## src/rtl/if_prefetch_unit.sv

```systemverilog
// if_prefetch_unit: instruction prefetcher driving an SRAM-like fetch port into an in-order buffer,
// with redirect/exception flush and discard of responses to stale requests.
module if_prefetch_unit #(
  parameter int WIDTH = 32,
  parameter int FIFO_DEPTH = 4,
  parameter int MAX_OUTSTANDING = 2,
  parameter logic [WIDTH-1:0] RESET_PC = 32'hbfc0_0000,
  parameter logic [WIDTH-1:0] EXC_PC = 32'hbfc0_0380
) (
  input  logic             clk,
  input  logic             resetn,
  input  logic             redirect_valid,
  input  logic [WIDTH-1:0] redirect_pc,
  input  logic             exc_valid,
  input  logic             out_ready,
  output logic             out_valid,
  output logic [WIDTH-1:0] out_pc,
  output logic [WIDTH-1:0] out_instr,
  output logic             inst_req,
  output logic             inst_wr,
  output logic [1:0]       inst_size,
  output logic [31:0]      inst_addr,
  output logic [31:0]      inst_wdata,
  input  logic [31:0]      inst_rdata,
  input  logic             inst_addr_ok,
  input  logic             inst_data_ok
);
  localparam int AW = $clog2(FIFO_DEPTH);
  localparam int CW = AW + 1;
  logic [WIDTH-1:0] fetch_pc, resp_pc, tgt, redir_pc;
  logic [WIDTH-1:0] pc_mem [FIFO_DEPTH];
  logic [WIDTH-1:0] instr_mem [FIFO_DEPTH];
  logic [CW-1:0] inflight, discard, count, inflight_n, discard_n, count_n;
  logic [AW-1:0] rd_ptr, wr_ptr;
  logic req, stale, acc, dok, redir, push, pop, req_n;
  assign inst_req = req;
  assign inst_wr = 1'b0;
  assign inst_size = 2'b10;
  assign inst_wdata = '0;
  assign inst_addr = {3'b000, fetch_pc[28:0]};
  assign out_valid = count != '0;
  assign out_pc = out_valid ? pc_mem[rd_ptr] : '0;
  assign out_instr = out_valid ? instr_mem[rd_ptr] : '0;
  // resp_pc tracks the PC of the next response that will be kept; stale responses never advance it
  always_comb begin
    acc = req & inst_addr_ok;
    dok = inst_data_ok & (inflight != '0);
    redir = exc_valid | redirect_valid;
    redir_pc = exc_valid ? EXC_PC : redirect_pc;
    push = dok & (discard == '0) & ~redir;
    pop = out_valid & out_ready & ~redir;
    inflight_n = inflight + CW'(acc) - CW'(dok);
    count_n = redir ? '0 : count + CW'(push) - CW'(pop);
    discard_n = redir ? inflight_n : discard - CW'(dok & (discard != '0)) + CW'(acc & stale);
    req_n = (req & ~inst_addr_ok) |
            ((inflight_n < CW'(MAX_OUTSTANDING)) &
             (({1'b0, inflight_n} + {1'b0, count_n}) < (CW+1)'(FIFO_DEPTH)));
  end
  // a redirect that lands on an unaccepted request parks the target in tgt until the handshake completes
  always_ff @(posedge clk or negedge resetn) begin
    if (!resetn) begin
      fetch_pc <= RESET_PC;
      resp_pc <= RESET_PC;
      tgt <= RESET_PC;
      req <= 1'b0;
      stale <= 1'b0;
      inflight <= '0;
      discard <= '0;
      count <= '0;
      rd_ptr <= '0;
      wr_ptr <= '0;
    end else begin
      req <= req_n;
      inflight <= inflight_n;
      discard <= discard_n;
      count <= count_n;
      if (redir) begin
        resp_pc <= redir_pc;
        rd_ptr <= '0;
        wr_ptr <= '0;
        if (req & ~inst_addr_ok) begin
          stale <= 1'b1;
          tgt <= redir_pc;
        end else begin
          stale <= 1'b0;
          fetch_pc <= redir_pc;
        end
      end else begin
        if (push) begin
          resp_pc <= resp_pc + WIDTH'(4);
          wr_ptr <= wr_ptr + AW'(1);
        end
        if (pop) rd_ptr <= rd_ptr + AW'(1);
        if (acc) begin
          fetch_pc <= stale ? tgt : fetch_pc + WIDTH'(4);
          stale <= 1'b0;
        end
      end
    end
  end
  always_ff @(posedge clk) begin
    if (push) begin
      pc_mem[wr_ptr] <= resp_pc;
      instr_mem[wr_ptr] <= WIDTH'(inst_rdata);
    end
  end
endmodule

```

## config.mk

```make
export PLATFORM = sky130hd
export DESIGN_NAME = if_prefetch_unit
export DESIGN_NICKNAME = d
export VERILOG_FILES = /design/src/rtl/if_prefetch_unit.sv
export SDC_FILE = /design/constraint.sdc
export NUM_CORES = 1
export LEC_CHECK = 0
export BUFFER_PORTS_ARGS = -buffer_cell sky130_fd_sc_hd__buf_2
export CAP_MARGIN = 20
export CORE_MARGIN = 4
export CORE_UTILIZATION = 58
export DETAILED_ROUTE_END_ITERATION = 10
export HOLD_SLACK_MARGIN = 0.03
export PLACE_DENSITY = 0.82
export SLEW_MARGIN = 25
export SYNTH_ARGS = -nofsm -noshare
export SYNTH_HDL_FRONTEND = slang
export SYNTH_SLANG_ARGS = --single-unit
export TNS_END_PERCENT = 20
```

## constraint.sdc

```tcl
create_clock -name clk -period 4.8 [get_ports clk]
set_clock_uncertainty 0.05 [all_clocks]
set_input_delay 0.48 -clock clk [delete_from_list [all_inputs] [get_ports clk]]
set_output_delay 0.48 -clock clk [all_outputs]
set_load 0.03 [all_outputs]
```

==> results.py <==
metrics = {
    "global_routing": {
        "grt_pass1_vias": 10100,
        "antenna_found_initial": 0,
        "grt_util_all_layers_pct": 24.1,
        "grt_max_degree": 68,
        "grt_pass1_wl_mm": 58.3,
        "overflow": 0,
    },
    "finish": {
        "final_layout_size_suffix_gt1_share_pct": 26.5,
        "post-route-util_pct": 67.3,
        "final-seq-area_um2": 10300,
        "layout_commonest_cell": "edfxtp_1",
        "layout_common_cells": "edfxtp_1, buf_2, dfrtp_1",
        "fillCellCount": 1822,
        "fin_nets": 1371,
        "areaGrowthSynthToFinish_pct": 13.6,
        "multi_input_area_um2": 5190,
    },
    "critical_path": {
        "worstPathArrival_ns": 4.02,
        "setup.worst_path.end_class": "flip-flop",
        "startpoint_type": "flip-flop",
        "required_ns": 5.18,
        "criticalPathCategory": "flip-flop to flip-flop",
        "critPathMaxFanout": 67,
        "rrSetupSlack_ns": 1.16,
    },
    "synth": {
        "syn-cell-area_um2": 16000,
        "synth_cell_types": 73,
        "synth_edf_count": 256,
        "avgSynthCellArea_um2": 14.2,
        "yosysSeqAreaShare_pct": 64.6,
        "ys.flop_type": "edfxtp_1",
        "ys_ff_latch": 361,
        "yosysWarnings": 0,
        "synth_cells": 1126,
        "async_reset_ff_share_pct": 29.1,
    },
    "die": {
        "die_h_um": 174,
        "die-area_um2": 30300,
        "start_util_pct": 59.2,
        "rows": 60,
        "ios": 204,
        "core_area_um2": 27000,
        "die_w_um": 174,
    },
    "pwr": {
        "intPower_uw": 5640,
        "p_sw_share_pct": 27.4,
        "p_seq_share_pct": 50.3,
        "power_leakage_uw": 0.00677,
        "p_per_area_nw_per_um2": 428,
        "comb_power_share_pct": 14.2,
        "p_sw_uw": 2130,
        "vdd_ir_drop_max_mv": 0.266,
        "clockPowerShare_pct": 35.5,
    },
    "flow_run": {
        "maxCapViolations": 0,
    },
    "run_status": {
        "status": "completed",
    },
    "timing": {
        "rsz0062_at_grt": "false",
        "worst_pin_slew_ns": 0.941,
        "tns_ns": 0,
        "fmax_mhz": 275,
        "relSlewSlack_pct": 37.2,
        "slew_violations": 0,
        "period_needed_ns": 3.64,
        "fin_crit_sh_pct": 75.7,
        "setup_viol": 0,
        "hold_viol": 0,
    },
    "placement": {
        "gp_congestion": 0.937,
        "portBuffers": 165,
        "post-dp-hpwl_mm": 23.3,
    },
    "min_path": {
        "hold_path_class": "input port to asynchronous set/reset pin",
    },
    "drt": {
        "viasPerCell": 6.28,
        "ant_nets": 0,
        "detail_route.iter0.violations": 1292,
        "post-route-drc-count": 0,
        "first_pass_iters": 5,
        "drt-total-wl_mm": 37.0,
        "wl_per_cell_um": 22.4,
        "vias": 10400,
    },
    "clock_network": {
        "cts_tree": "done",
        "h-tree-depth": 2,
        "numCtsBuffers": 37,
        "cts_hold_buf": 0,
        "cts_resized": 0,
        "clkLatencyLatePin_ns": 0.52,
        "clock-sinks": 361,
        "clk_pin_slew_worst_paths_ns": 0.06,
        "clock-root-buffer": "clkbuf_16",
        "cts_buffer_depth": 3,
        "cts_setup_buffers": 0,
    },
}
cell usage after synthesis (6+ instances only):
| master | count | area share, % |
|---|---|---|
| dfrtp_1 | 82 | 13 |
| a211oi_1 | 9 | 0.42 |
| a22o_1 | 18 | 0.98 |
| xor2_1 | 16 | 0.88 |
| and2_1 | 68 | 2.7 |
| buf_1 | 11 | 0.26 |
| nand2_1 | 78 | 1.8 |
| nor3_1 | 18 | 0.56 |
| inv_1 | 18 | 0.42 |
| xnor2_1 | 11 | 0.60 |
| a31oi_1 | 9 | 0.35 |
| o22ai_1 | 6 | 0.23 |
| clkbuf_1 | 38 | 0.89 |
| a22oi_1 | 8 | 0.38 |
| a21oi_1 | 33 | 1.0 |
| buf_2 | 14 | 0.44 |
| nor2_1 | 67 | 1.6 |
| dfstp_2 | 23 | 3.8 |
| edfxtp_1 | 256 | 48 |
| and3_1 | 11 | 0.43 |
| nand4_1 | 23 | 0.90 |
| ha_1 | 14 | 1.1 |
| buf_4 | 38 | 1.8 |
| mux4_2 | 64 | 9.0 |
| nor4_1 | 13 | 0.51 |
| o21ai_0 | 53 | 1.7 |
| nand3_1 | 26 | 0.81 |
critical path, stage by stage (launching register included):
cell     delay (ns)
dfrtp_1        0.42
or3_2          0.45
buf_4          0.31
nand2_1        0.19
nor2_1         0.06
ha_1           0.28
inv_1          0.06
ha_1           0.12
inv_1          0.05
fa_1           0.38
xor2_1         0.21
xnor2_1        0.16
nor2_1         0.09
ha_1           0.29
nor4_1         0.23
nand2_1        0.08
o21ai_0        0.14
per-stage QoR:
| step | total power (µW) | area, µm² | hold slack, ns | worst slack [ns] | cells |
|---|---|---|---|---|---|
| 5_1_grt | 8100 | 18200 | 0.0883 | 0.943 | 1649 |
| 3_5_place_dp | 5050 | 17000 | 0.415 | 1.12 | 1585 |
| 4_1_cts | 7800 | 18200 | 0.0441 | 1.12 | 1649 |
| 3_3_place_gp | 4990 | 17000 | 0.400 | 1.28 | 1585 |
| 6_report | 7770 | 18200 | 0.0267 | 1.16 | 1650 |
| 2_1_floorplan | 4690 | 16100 | 0.134 | 1.35 | 1162 |
routing by layer:
metal | track usage [%] | vias to the layer above | share of wire, %
met5 | 0 | - | 0
met1 | 35.7 | 5190 | 41
li1 | - | 4539 | -
met2 | 37.8 | 569 | 48
met4 | 5.67 | 0 | 2.0
met3 | 4.85 | 69 | 9.5
power by group through the flow:
stage,clock [µW],sequential [µW],combinational (µW)
final,2760,3910,1100
after global routing,2950,3940,1210
after CTS,2810,3900,1100
after detailed placement,0,3950,1090
after global placement,0,3940,1050
after floorplan,0,3990,704
final timing paths:
check,startpoint,endpoint,cells after the start
max,count[1]$_DFF_PN0_,inst_req$_DFF_PN0_,16
min,resetn,fetch_pc[0]$_DFFE_PN0P_,1
max reg2reg,count[1]$_DFF_PN0_,inst_req$_DFF_PN0_,16
min reg2reg,tgt[23]$_DFFE_PN1P_,tgt[23]$_DFFE_PN1P_,2
max in group asynchronous,resetn,fetch_pc[13]$_DFFE_PN0P_,2
min in group clk,inst_rdata[11],instr_mem[3][11]$_DFFE_PP_,1
kinds of logic (layout without fill, tap and decap cells):
family / count (synthesis) / after routing / share of synthesized area, %
adder cells (fa/ha/maj): 17 / 17 / 1.47
AO/OA/AOI/OAI: 190 / 190 / 7.97
flip-flops: 361 / 361 / 64.6
AND/OR/NAND/NOR: 339 / 339 / 11.3
other: 2 / 39 / 0.0469
buffers and inverters: 122 / 268 / 3.86
multiplexers: 68 / 68 / 9.26
XOR/XNOR: 27 / 27 / 1.48
flip-flops by register name, indices dropped and copies added (netlist names):
name	flops
instr_mem	128
pc_mem	128
resp_pc	32
fetch_pc	29
tgt	29
count	3
discard	3
inflight	3
rd_ptr	2
wr_ptr	2
inst_req	1
stale	1
layout make-up:
class                   count  area share, %
diodes                      1         0.0138
inverters                  21          0.433
clock buffers              51           5.67
well taps                 341           2.35
flip-flops and latches    361           56.9
repair buffers            183           5.37
multi-input cells         679           28.5
clock inverters            13          0.716
No activity file was read; power rests on OpenSTA's default activity.
